===== config.mk =====
export PLATFORM = sky130hd
export DESIGN_NAME = input_debouncer
export DESIGN_NICKNAME = d
export VERILOG_FILES = /design/src/rtl/input_debouncer.sv
export SDC_FILE = /design/constraint.sdc
export NUM_CORES = 1
export LEC_CHECK = 0
export BUFFER_PORTS_ARGS = -buffer_cell sky130_fd_sc_hd__buf_2
export CAP_MARGIN = 20
export CORE_AREA = 2 2 39 41
export CTS_BUF_LIST = sky130_fd_sc_hd__clkbuf_4 sky130_fd_sc_hd__clkbuf_8 sky130_fd_sc_hd__clkbuf_16
export CTS_CLUSTER_DIAMETER = 80
export DETAILED_ROUTE_END_ITERATION = 10
export DIE_AREA = 0 0 41 43
export PLACE_DENSITY = 0.39
export REMOVE_ABC_BUFFERS = 1
export SLEW_MARGIN = 20
export SYNTH_ARGS = -nofsm -noshare
export SYNTH_HDL_FRONTEND = slang
export SYNTH_SLANG_ARGS = --single-unit

===== constraint.sdc =====
create_clock -name clk -period 0.9 [get_ports clk]
set_input_delay 0 -clock clk [delete_from_list [all_inputs] [get_ports clk]]
set_output_delay 0 -clock clk [all_outputs]
set_load 0.05 [all_outputs]

===== src/rtl/input_debouncer.sv =====
// input_debouncer: 2-flop synchroniser plus 4-state Moore debounce FSM for one raw input
// Ports:
//   clk        - single clock, all logic on posedge
//   reset      - synchronous active-high reset
//   raw_in     - raw asynchronous switch/button input
//   data_out   - debounced level (S_HIGH/S_FALL)
//   rise_pulse - registered 1-cycle pulse on data_out 0->1
//   fall_pulse - registered 1-cycle pulse on data_out 1->0
//   settling   - high while a candidate level change is being qualified
module input_debouncer #(
    parameter int DEBOUNCE_CYCLES = 4,
    parameter int CNT_W = 3
) (
    input  logic clk,
    input  logic reset,
    input  logic raw_in,
    output logic data_out,
    output logic rise_pulse,
    output logic fall_pulse,
    output logic settling
);
    typedef enum logic [1:0] {S_LOW = 2'd0, S_RISE = 2'd1, S_HIGH = 2'd2, S_FALL = 2'd3} state_t;
    localparam logic [CNT_W-1:0] LAST = CNT_W'(DEBOUNCE_CYCLES - 1);
    state_t state, state_nxt;
    logic [CNT_W-1:0] cnt, cnt_nxt;
    logic sync1, sync_in, rise_nxt, fall_nxt;
    always_ff @(posedge clk) begin
        if (reset) begin
            sync1      <= 1'b0;
            sync_in    <= 1'b0;
            state      <= S_LOW;
            cnt        <= '0;
            rise_pulse <= 1'b0;
            fall_pulse <= 1'b0;
        end else begin
            sync1      <= raw_in;
            sync_in    <= sync1;
            state      <= state_nxt;
            cnt        <= cnt_nxt;
            rise_pulse <= rise_nxt;
            fall_pulse <= fall_nxt;
        end
    end
    // cnt holds the length of the current candidate run; it restarts on every glitch
    always_comb begin
        state_nxt = state;
        cnt_nxt   = '0;
        rise_nxt  = 1'b0;
        fall_nxt  = 1'b0;
        case (state)
            S_LOW: if (sync_in) begin
                state_nxt = S_RISE;
                cnt_nxt   = CNT_W'(1);
            end
            S_RISE: if (!sync_in) state_nxt = S_LOW;
                else if (cnt == LAST) begin
                    state_nxt = S_HIGH;
                    rise_nxt  = 1'b1;
                end else cnt_nxt = cnt + 1'b1;
            S_HIGH: if (!sync_in) begin
                state_nxt = S_FALL;
                cnt_nxt   = CNT_W'(1);
            end
            S_FALL: if (sync_in) state_nxt = S_HIGH;
                else if (cnt == LAST) begin
                    state_nxt = S_LOW;
                    fall_nxt  = 1'b1;
                end else cnt_nxt = cnt + 1'b1;
        endcase
    end
    // encoding chosen so bit1 is the accepted level and bit0 marks qualification
    assign data_out = state[1];
    assign settling = state[0];
endmodule


### Yosys cells after proc, flatten, opt, wreduce, memory -nomap -nowiden

Cells that the tools add are included.
Widths: inputs -> output; s select.

* register bits: 9
* bits of input ports: 3
* output and inout bits: 4
* logic and storage cells: 36

* add/sub/neg operators: 1
* eq/ne operators: 8
* mux-type cells: 14
* bitwise gates (word level): 3
* reductions and logical operators: 4

Operator list (number)
* $mux 2: 6
* $pmux 3 s4: 1
* $mux 3: 3
* $pmux 2 s4: 1
* $ne 3x3->1 const B: 2
* $reduce_or 3->1: 2
* $eq 2x2->1 const B: 2
* $ne 2x2->1 const B: 2
* $reduce_and 4->1: 1
* $add 3x1->3 const B: 1
* $eq 3x2->1 const B: 1
* $mux 1: 3
* $not 1->1: 3
* $eq 2x1->1 const B: 1
* $logic_not 2->1: 1

### Depth between registers and ports, before layout

Gate-level depths: netlist (run 1).

* word-level depth: 4
* depth in mapped cells: 4

### Worst setup path after synthesis (run 1)

OpenSTA, ideal clock, no wires.

* path type: register to register
* from: register (tool-made name)
* to: register cnt[1]
* data arrival time: 1143 ps
* required time: 827 ps
* path slack: -316 ps
* cell stages (with the launch flop): 4
* path buffers: 0
* clock period less this slack: 1216 ps
* cells stage by stage: dfxtp_1 -> nand2b_1 -> a21o_2 -> nor3_2

RTL lines
* to (signal assigned): line 39 `cnt <= cnt_nxt;`
* to (decl): line 25 `logic [CNT_W-1:0] cnt, cnt_nxt;`

==> run summary, run 1 <==
Most frequent cells in the layout: buf_4 (8), dfxtp_1 (5), dfxtp_2 (4), buf_2 (4)
Die Y: 43 um
I/O pins: 7
Gpl congestion: 0.601
Mux share of post-synthesis cell area: 0.0325
Final Hold Viols: 0
All-Layer GR Usage: 0.0977
Pin count of the biggest net entering global routing: 7
Final Setup Violations: 5
Failing checks: negative setup slack
Hold Path Class: flop to flop
Core Area: 1380 um2
Vias: 263
WL/cell: 9.49 um
Worst path cell trace: ha_4 -> nand3b_1 -> mux2i_1 -> nor2_1
Yosys cell types: 13
Worst-path fanout max: 3
Run status: finished with violations
RSZ-0062 raised after global routing: true
Worst slew pin tran: 249 ps
Die Area: 1760 um2
Crit Path Class: flop to flop
Cell count along the critical path: 4
Compound-Gate Fraction of Synth Area: 0.0691
Multi-input logic area: 178 um2
Worst slack, placed: -156 ps
CTS Sinks: 9
IO buf count: 6
Crit share post-route: 1.05
TNS Setup: -167 ps
Number of core rows: 14
Critical path's top delay family: flip-flops
CTS H-tree depth: 1
Power Total: 0.767 mW
HPWL Detailed: 396 um
Global-route wire length before repair: 1100 um
Share of post-route cells with drive strength above 1: 0.638
PwrDens: 1460 nW/um2
Dpl cell area: 395 um2
Commonest non-fill, non-tap cell in the layout: buf_4
Pint: 0.595 mW
Worst VDD drop: 0.626 mV
Diodes inserted: 0
Antenna viol nets, final: 0
Die width: 41 um
Avg Cell Area, Syn: 11.0 um2
Synthesized flop and latch total: 9
Post-synthesis simple-gate area fraction: 0.272
Lkg Pwr: 0.214 nW
Fillers: 139
CP required: 1060 ps
Clock network fraction of design power: 0.408
CTS buffer count: 3
Pins over their slew limit: 0
WL final: 598 um
CP Capture Type: flop
CP Buf/Inv Count: 0
Reg2reg path depth: 4
Final #Nets: 52
DRC: 0
Mapped Cells: 28
XOR/XNOR Fraction of Synth Area: 0
Area growth from synthesis to layout: 70.7%
Max cap viols: 0
Slowest Stage Delay on Critical Path: 330 ps
Total global routing overflow: 0
Layout Skew: 14.6 ps
Drt first pass iters: 2
Via density: 4.17
Cells on Worst Hold Path: 1
Starting Density: 0.222
Area of the mapped netlist: 308 um2
Min Tclk post-route: 948 ps
Worst setup margin: -48.4 ps
Relative slew slack: 0.835
Initial antenna violation count: 0
Worst endpoint data arrival time: 1110 ps
Combinational share of power: 0.058
Iteration-0 DRC Markers: 1
Clock latency at the later pin of the worst-skew pair: 270 ps
Register area: 185 um2
Yosys Warn Count: 0
CP max-delay cell: dfxtp_2
Switching Share: 0.225
Max Freq: 1.05 GHz
TritonCTS clock tree: built
NetSw: 0.172 mW
Worst setup SP type: flop
Fin area: 526 um2
Reg power frac: 0.534
CTS root buffer: clkbuf_4
Clock Path Buffers: 2
Post-synthesis sequential area ratio: 0.585
Vias in the first global route: 283
Largest family of logic cells by synthesized area: simple AND/OR/NAND/NOR gates
Clock slew at reported path FFs: 70 ps
Adder-cell share of the synthesized area: 0.0407
[synthesized netlist by cell type]
master,count,area (um2)
o21a_1,1,7.51
nor3_2,2,20.0
a21o_2,1,8.76
nor3_1,2,10.0
nor2b_1,3,18.8
a21oi_1,1,5.00
nand3b_1,1,7.51
ha_1,1,12.5
nor2_1,2,7.51
nand2b_1,2,12.5
mux2i_1,1,10.0
nand2_1,2,7.51
dfxtp_1,9,180
[per-layer routing]
metal,wire length [um],track usage
met1,247,0.101
met2,320,0.141
met3,30,0.0471
met4,0,0.0800
met5,0,0
[worst paths after layout]
path,start,to,slack [ps]
worst min register to register,sync1,sync_in,450
worst min-delay path,sync1,sync_in,450
worst max-delay path,cnt[0],flop,-50
worst max register to register,cnt[0],flop,-50
[repair_timing]
action	CTS	global route
pin swaps	4	3
hold buffers	2	0
endpoints found under the setup margin	9	8
endpoints found under the hold margin	5	0
gates resized for setup	12	5
setup buffers	0	2
[stage by stage]
step	utilization	instances	hold WS, ps
2_1_floorplan	-	28	71.6
3_3_place_gp	0.286	55	215
3_5_place_dp	0.286	55	234
4_1_cts	0.350	61	449
5_1_grt	0.380	63	474
6_report	0.380	63	451
[final cells by class]
cell class | instances | share of cell area
Clock buffer | 3 | 0.0429
Tap cell | 16 | 0.0381
Timing Repair Buffer | 15 | 0.219
Sequential cell | 9 | 0.352
Multi-Input combinational cell | 19 | 0.338
Clock inverter | 1 | 0.00952
[power by group through the flow]
stage	Combinational, mW	Sequential [mW]	Clock [mW]
after global placement	0.0266	0.416	0
final	0.0442	0.410	0.313
after detailed placement	0.0279	0.417	0
after global routing	0.0482	0.411	0.349
after CTS	0.0375	0.409	0.328
after floorplan	0.00847	0.421	0
[cells by family after synthesis]
| logic type | Yosys count |
|---|---|
| AO/OA/AOI/OAI | 3 |
| adder cells (fa/ha/maj) | 1 |
| flip-flops | 9 |
| multiplexers | 1 |
| AND/OR/NAND/NOR | 14 |
No activity file was read; power rests on OpenSTA's default activity.
==> inputs of run 2 (changes only) <==
- ABC_AREA: default -> 1
- CAP_MARGIN: 20 -> 15
- PLACE_DENSITY: 0.39 -> 0.4
- clock period: 0.9 -> 0.94 ns (I/O delays scaled with it)
==> run 2 against run 1 <==
The flow still finishes with violations (negative setup slack). Final cell count up 17%. Non-clock buffer count down 1. Flip-flop and latch count unchanged. Clock skew down 11 ps. Synthesized cell count up 43%. Largest cell class unchanged.
==> run summary, run 2 <==
Run status: finished with violations
Failing checks: negative setup slack
EDFF count, synth: 0 (unchanged)
Clock latency at the later pin of the worst-skew pair: 250 ps (-20 ps)
DP Cell Count: 64 (+16%)
Antenna viol nets, final: 0 (unchanged)
Avg Cell Area, Syn: 8.38 um2 (-24%)
Vias: 315 (+20%)
CTS Sinks: 9 (unchanged)
Worst endpoint data arrival time: 1160 ps (+50 ps)
Synth area leaders: dfxtp_1 (54%), inv_1 (11%), nor4_1 (7.5%)
Top-count cell post-synth: inv_1
Worst setup SP type: flop
All-Layer GR Usage: 0.102 (+0.00413)
Critical path's top delay family: flip-flops
CTS root buffer: clkbuf_4
Yosys cell types: 11 (-2)
Core Area: 1380 um2 (unchanged)
RSZ-0062 raised after global routing: true
Cells on Worst Hold Path: 4 (+3)
Total global routing overflow: 0 (unchanged)
Crit share post-route: 1.04 (-0.0181)
Vias in the first global route: 287 (+1.4%)
Post-synth top area cell: dfxtp_1
Worst setup margin: -33.5 ps (+14.9 ps)
Reg2reg path depth: 7 (+3)
Register area: 189 um2 (+2.0%)
Slowest Stage Delay on Critical Path: 340 ps (about the same)
Multi-input logic area: 158 um2 (-11%)
Die width: 41 um (unchanged)
Worst VDD drop: 0.686 mV (+9.5%)
Gpl congestion: 0.700 (+17%)
Power Total: 0.814 mW (+6.2%)
WL final: 711 um (+19%)
R2R Path Start: sync_in
Synthesized flop and latch total: 9 (unchanged)
Share of post-route cells with drive strength above 1: 0.603 (-0.0348)
Clock slew at reported path FFs: 60 ps (about the same)
Pins over their slew limit: 0 (unchanged)
Pin count of the biggest net entering global routing: 6 (-1)
CP Capture Type: flop
Reg2Reg Setup Slack: -30 ps (about the same)
Crit Path Class: flop to flop
Worst-path fanout max: 2 (-1)
CTS H-tree depth: 1 (unchanged)
Starting Density: 0.242 (+0.0199)
Synth top cells by count: inv_1 (10), dfxtp_1 (9), nor2_1 (5), nand2_1 (4), nor4_1 (4)
Number of core rows: 14 (unchanged)
Max cap viols: 0 (unchanged)
Final Hold Viols: 0 (unchanged)
Drt first pass iters: 2 (unchanged)
Worst slew pin tran: 396 ps (+147 ps)
Diodes inserted: 0 (unchanged)
Post-synthesis sequential area ratio: 0.537 (-0.0481)
Layout Skew: 3.97 ps (-10.6 ps)
Max Freq: 1.03 GHz (-2.6%)
Post-synth ARST share: 0 (unchanged)
PwrDens: 1510 nW/um2 (+3.4%)
Primary FF master, synth: dfxtp_1
Mapped Cells: 40 (+43%)
Fin area: 539 um2 (+2.6%)
Initial antenna violation count: 0 (unchanged)
Die Area: 1760 um2 (unchanged)
Yosys Warn Count: 0 (unchanged)
Most frequent cells in the layout: inv_1 (6), buf_2 (5), buf_4 (5)
WL/cell: 9.61 um (+1.2%)
Hold Path Class: input port to flop
Global-route wire length before repair: 1130 um (+2.4%)
Lkg Pwr: 0.233 nW (+8.7%)
DRC: 0 (unchanged)
Final Setup Violations: 4 (-1)
Dpl cell area: 400 um2 (+1.3%)
Min Tclk post-route: 973 ps (+25.1 ps)
Final Non-Filler Cells: 74 (+17%)
Final #Nets: 63 (+21%)
CP max-delay cell: dfxtp_2
Clock Path Buffers: 2 (unchanged)
TritonCTS clock tree: built
HPWL Detailed: 432 um (+9.0%)
Fillers: 148 (+6.5%)
Min-delay src: reset
Commonest non-fill, non-tap cell in the layout: inv_1
Worst path cell trace: inv_2 -> nand2_2 -> nand2_2 -> buf_6 -> a21oi_2 -> nor2_1 -> nor2_1
Relative slew slack: 0.733 (-0.102)
TNS Setup: -88.5 ps (+78.1 ps)
Layout Utilization: 0.390 (+0.00995)
CP required: 1130 ps (+70 ps)
Area of the mapped netlist: 335 um2 (+8.9%)
IO buf count: 6 (unchanged)
Via density: 4.26 (+2.0%)
Iteration-0 DRC Markers: 2 (+1)
CTS buffer count: 3 (unchanged)
I/O pins: 7 (unchanged)
Area growth from synthesis to layout: 60.8%
CP Buf/Inv Count: 2 (+2)
Synth top area share: 0.537 (-0.0481)
Die Y: 43 um (unchanged)
==> run 2: cell types whose count changed in the layout (fill, tap and decap cells not counted), moves of 3 or more <==
| cell | before | now |
|---|---|---|
| buf_4 | 8 | 5 |
| inv_1 | 0 | 6 |
| inv_2 | 0 | 4 |
| nand2_2 | 0 | 4 |
| nor3_2 | 3 | 0 |
==> run 2: worst max-delay path by stage <==
stage / start / end / slack [ps] / depth (start not counted)
after floorplan: state[0] / cnt[0] / -330 / 3
after global placement: cnt[0] / cnt[0] / -100 / 4
after detailed placement: cnt[0] / cnt[0] / -120 / 4
after CTS: flop / cnt[1] / -30 / 5
after global routing: flop / flop / -90 / 7
final: sync_in / flop / -30 / 7
==> run 2: repair_timing <==
item | 4_1_cts | 5_1_grt
pin swaps | 5 | 7
endpoints found under the hold margin | 4 | 0
hold buffers | 2 | 0
setup endpoints to repair | 6 | 7
resized for setup | 16 | 6
setup buffers | 3 | 1
==> run 2: logic make-up after synthesis <==
kind of cell	Yosys count	synth area share
AO/OA/AOI/OAI	5	0.101
flip-flops	9	0.537
AND/OR/NAND/NOR	15	0.213
buffers and inverters	10	0.112
adder cells (fa/ha/maj)	1	0.0373
==> run 2: layout make-up <==
| cell class | count | area share |
|---|---|---|
| Timing Repair Buffer | 14 | 0.195 |
| Clock buffer | 4 | 0.0557 |
| Sequential cell | 9 | 0.350 |
| Multi-Input combinational cell | 21 | 0.292 |
| Inverter | 10 | 0.0696 |
| Tap cell | 16 | 0.0371 |
==> run 2: report_power, final <==
| group | leakage, nW | total [mW] | switching, mW | internal, mW |
|---|---|---|---|---|
| logic | 0.138 | 0.0974 | 0.0523 | 0.0451 |
| registers | 0.0757 | 0.402 | 0.00992 | 0.392 |
| clock network | 0.0184 | 0.315 | 0.123 | 0.192 |
==> run 2: worst min-delay path: stages <==
cell	delay, ps
buf_2	90
inv_1	60
nand2_1	60
nor2_1	30
==> run 2: stage by stage <==
stage | setup WS, ps | hold slack (ps)
floorplan | -327 | 71.2
global placement | -97.4 | 204
detailed placement | -115 | 206
CTS | -30.3 | 6.31
global route | -93.5 | 33.8
finish | -33.5 | 26.7
==> run 2: metal layers <==
| metal | part of all wire | vias to the layer above | wire length, um | global-route usage |
|---|---|---|---|---|
| met5 | 0 | - | 0 | 0 |
| met2 | 0.51 | 5 | 365 | 0.153 |
| met3 | 0.046 | 0 | 33 | 0.0471 |
| met1 | 0.44 | 145 | 312 | 0.111 |
| li1 | - | 165 | - | - |
| met4 | 0 | 0 | 0 | 0.0600 |
==> inputs of run 3 (changes only) <==
- PLACE_DENSITY: 0.4 -> 0.44
==> run 3 against run 2 <==
The run still ends with negative setup slack left. Wire length rose by 8.3%. Combinational power fell by 19%. Die area did not move. Core utilization fell by 2.9 points. Clock skew fell by 3.0 ps. Sequential share of layout area rose by 1.8 points. Fmax fell by 1.1%. Hold slack got worse by 2.2 ps. Global-route usage rose by 1.2 points. Clock power rose by 8.3%. Register-to-register slack barely moved. Highest routed layer is now met4.
==> run summary, run 3 (synthesized netlist as in run 2, its figures left out) <==
Layout Skew: 0.988 ps (-2.99 ps)
CTS Sinks: 9 (unchanged)
CTS root buffer: clkbuf_4
Min Tclk post-route: 985 ps (+11.3 ps)
Die Area: 1760 um2 (unchanged)
Final #Nets: 60 (-4.8%)
Final Setup Violations: 6 (+2)
Relative slew slack: 0.808 (+0.0753)
Slowest Stage Delay on Critical Path: 340 ps (about the same)
Vias: 306 (-2.9%)
Failing checks: negative setup slack
Share of post-route cells with drive strength above 1: 0.436 (-0.167)
Hold Path Class: input port to flop
All-Layer GR Usage: 0.114 (+0.0119)
Worst setup margin: -44.8 ps (-11.3 ps)
Layout Utilization: 0.361 (-0.0289)
CTS H-tree depth: 1 (unchanged)
Run status: finished with violations
Total global routing overflow: 0 (unchanged)
Global-route wire length before repair: 1280 um (+13%)
Clock slew at reported path FFs: 60 ps (about the same)
CTS buffer count: 3 (unchanged)
Antenna viol nets, final: 0 (unchanged)
Worst-path fanout max: 3 (+1)
CP Capture Type: flop
Commonest non-fill, non-tap cell in the layout: inv_1
Via density: 4.31 (+1.2%)
Core Area: 1380 um2 (unchanged)
Pin count of the biggest net entering global routing: 6 (unchanged)
Lkg Pwr: 0.214 nW (-7.9%)
Crit Path Class: flop to flop
Worst setup SP type: flop
CP required: 1100 ps (-30 ps)
Vias in the first global route: 319 (+11%)
Max cap viols: 0 (unchanged)
TNS Setup: -147 ps (-58.2 ps)
PwrDens: 1650 nW/um2 (+9.0%)
Fin area: 499 um2 (-7.4%)
Die Y: 43 um (unchanged)
Starting Density: 0.242 (unchanged)
Diodes inserted: 0 (unchanged)
Gpl congestion: 0.716 (+2.3%)
Clock latency at the later pin of the worst-skew pair: 270 ps (+20 ps)
Clock Path Buffers: 2 (unchanged)
Pins over their slew limit: 0 (unchanged)
Die width: 41 um (unchanged)
Worst path cell trace: ha_4 -> nand2_4 -> o211ai_1 -> inv_1
CP max-delay cell: dfxtp_2
Worst VDD drop: 0.543 mV (-21%)
WL/cell: 10.8 um (+13%)
Dpl cell area: 400 um2 (unchanged)
Area growth from synthesis to layout: 48.9%
RSZ-0062 raised after global routing: true
WL final: 770 um (+8.3%)
Worst endpoint data arrival time: 1140 ps (-20 ps)
Initial antenna violation count: 0 (unchanged)
Most frequent cells in the layout: inv_1 (9), dfxtp_1 (6)
Number of core rows: 14 (unchanged)
Worst slew pin tran: 284 ps (-112 ps)
Iteration-0 DRC Markers: 2 (unchanged)
Drt first pass iters: 2 (unchanged)
DRC: 0 (unchanged)
TritonCTS clock tree: built
Final Hold Viols: 0 (unchanged)
HPWL Detailed: 467 um (+8.2%)
I/O pins: 7 (unchanged)
Crit share post-route: 1.05 (+0.0120)
Max Freq: 1.02 GHz (-1.1%)
IO buf count: 6 (unchanged)
run 3: worst paths after layout:
check               from        to  slack (ps)  depth (start not counted)
setup / recovery  cnt[0]  state[0]         -40                          4
hold / removal     reset      flop          20                          4
setup reg to reg  cnt[0]  state[0]         -40                          4
hold reg to reg    sync1   sync_in         400                          2
run 3: report_power, final:
| group | leakage [nW] | switching [mW] | total, mW | internal (mW) |
|---|---|---|---|---|
| Clock | 0.0184 | 0.147 | 0.341 | 0.193 |
| Combinational | 0.121 | 0.0465 | 0.0793 | 0.0328 |
| Sequential | 0.0746 | 0.00893 | 0.402 | 0.393 |
| Total | 0.214 | 0.203 | 0.822 | 0.619 |
run 3: critical path, delay by kind of cell, from the launching register on:
kind            cells  cell delay (ps)
simple gates        1               60
compound gates      1              240
fa+ha+maj           1              160
buf+inv             1               70
flops               1              340
run 3: final cells by class:
type	count	area, um2
fill	151	885
sequential	9	184
tap	16	20.0
multi-input combinational	21	146
timing repair buffer	11	81.3
inverter	10	37.5
clock buffer	4	30.0
run 3: stage by stage:
step	cells	hold slack, ps	power (mW)	worst slack, ps
4_1_cts	71	29.5	0.830	-49.3
6_report	71	24.4	0.822	-44.8
3_5_place_dp	64	209	0.475	-117
3_3_place_gp	64	201	0.476	-85.5
2_1_floorplan	40	71.2	0.451	-327
5_1_grt	71	61.0	0.852	-116
run 3: timing repair:
item,in CTS,in global routing
pin swaps,3,1
hold buffers,2,0
hold endpoints to repair,4,0
gates resized for setup,10,3
cloned,0,0
setup endpoints to repair,7,8
buffers inserted,1,0
run 3: metal layers:
layer  global-route usage  part of all wire  vias up
met2                0.150              0.52        7
met1                0.133              0.38      137
li1                     -                 -      157
met3               0.0157             0.039        5
met4                0.140             0.053        0
met5                    0                 0        -
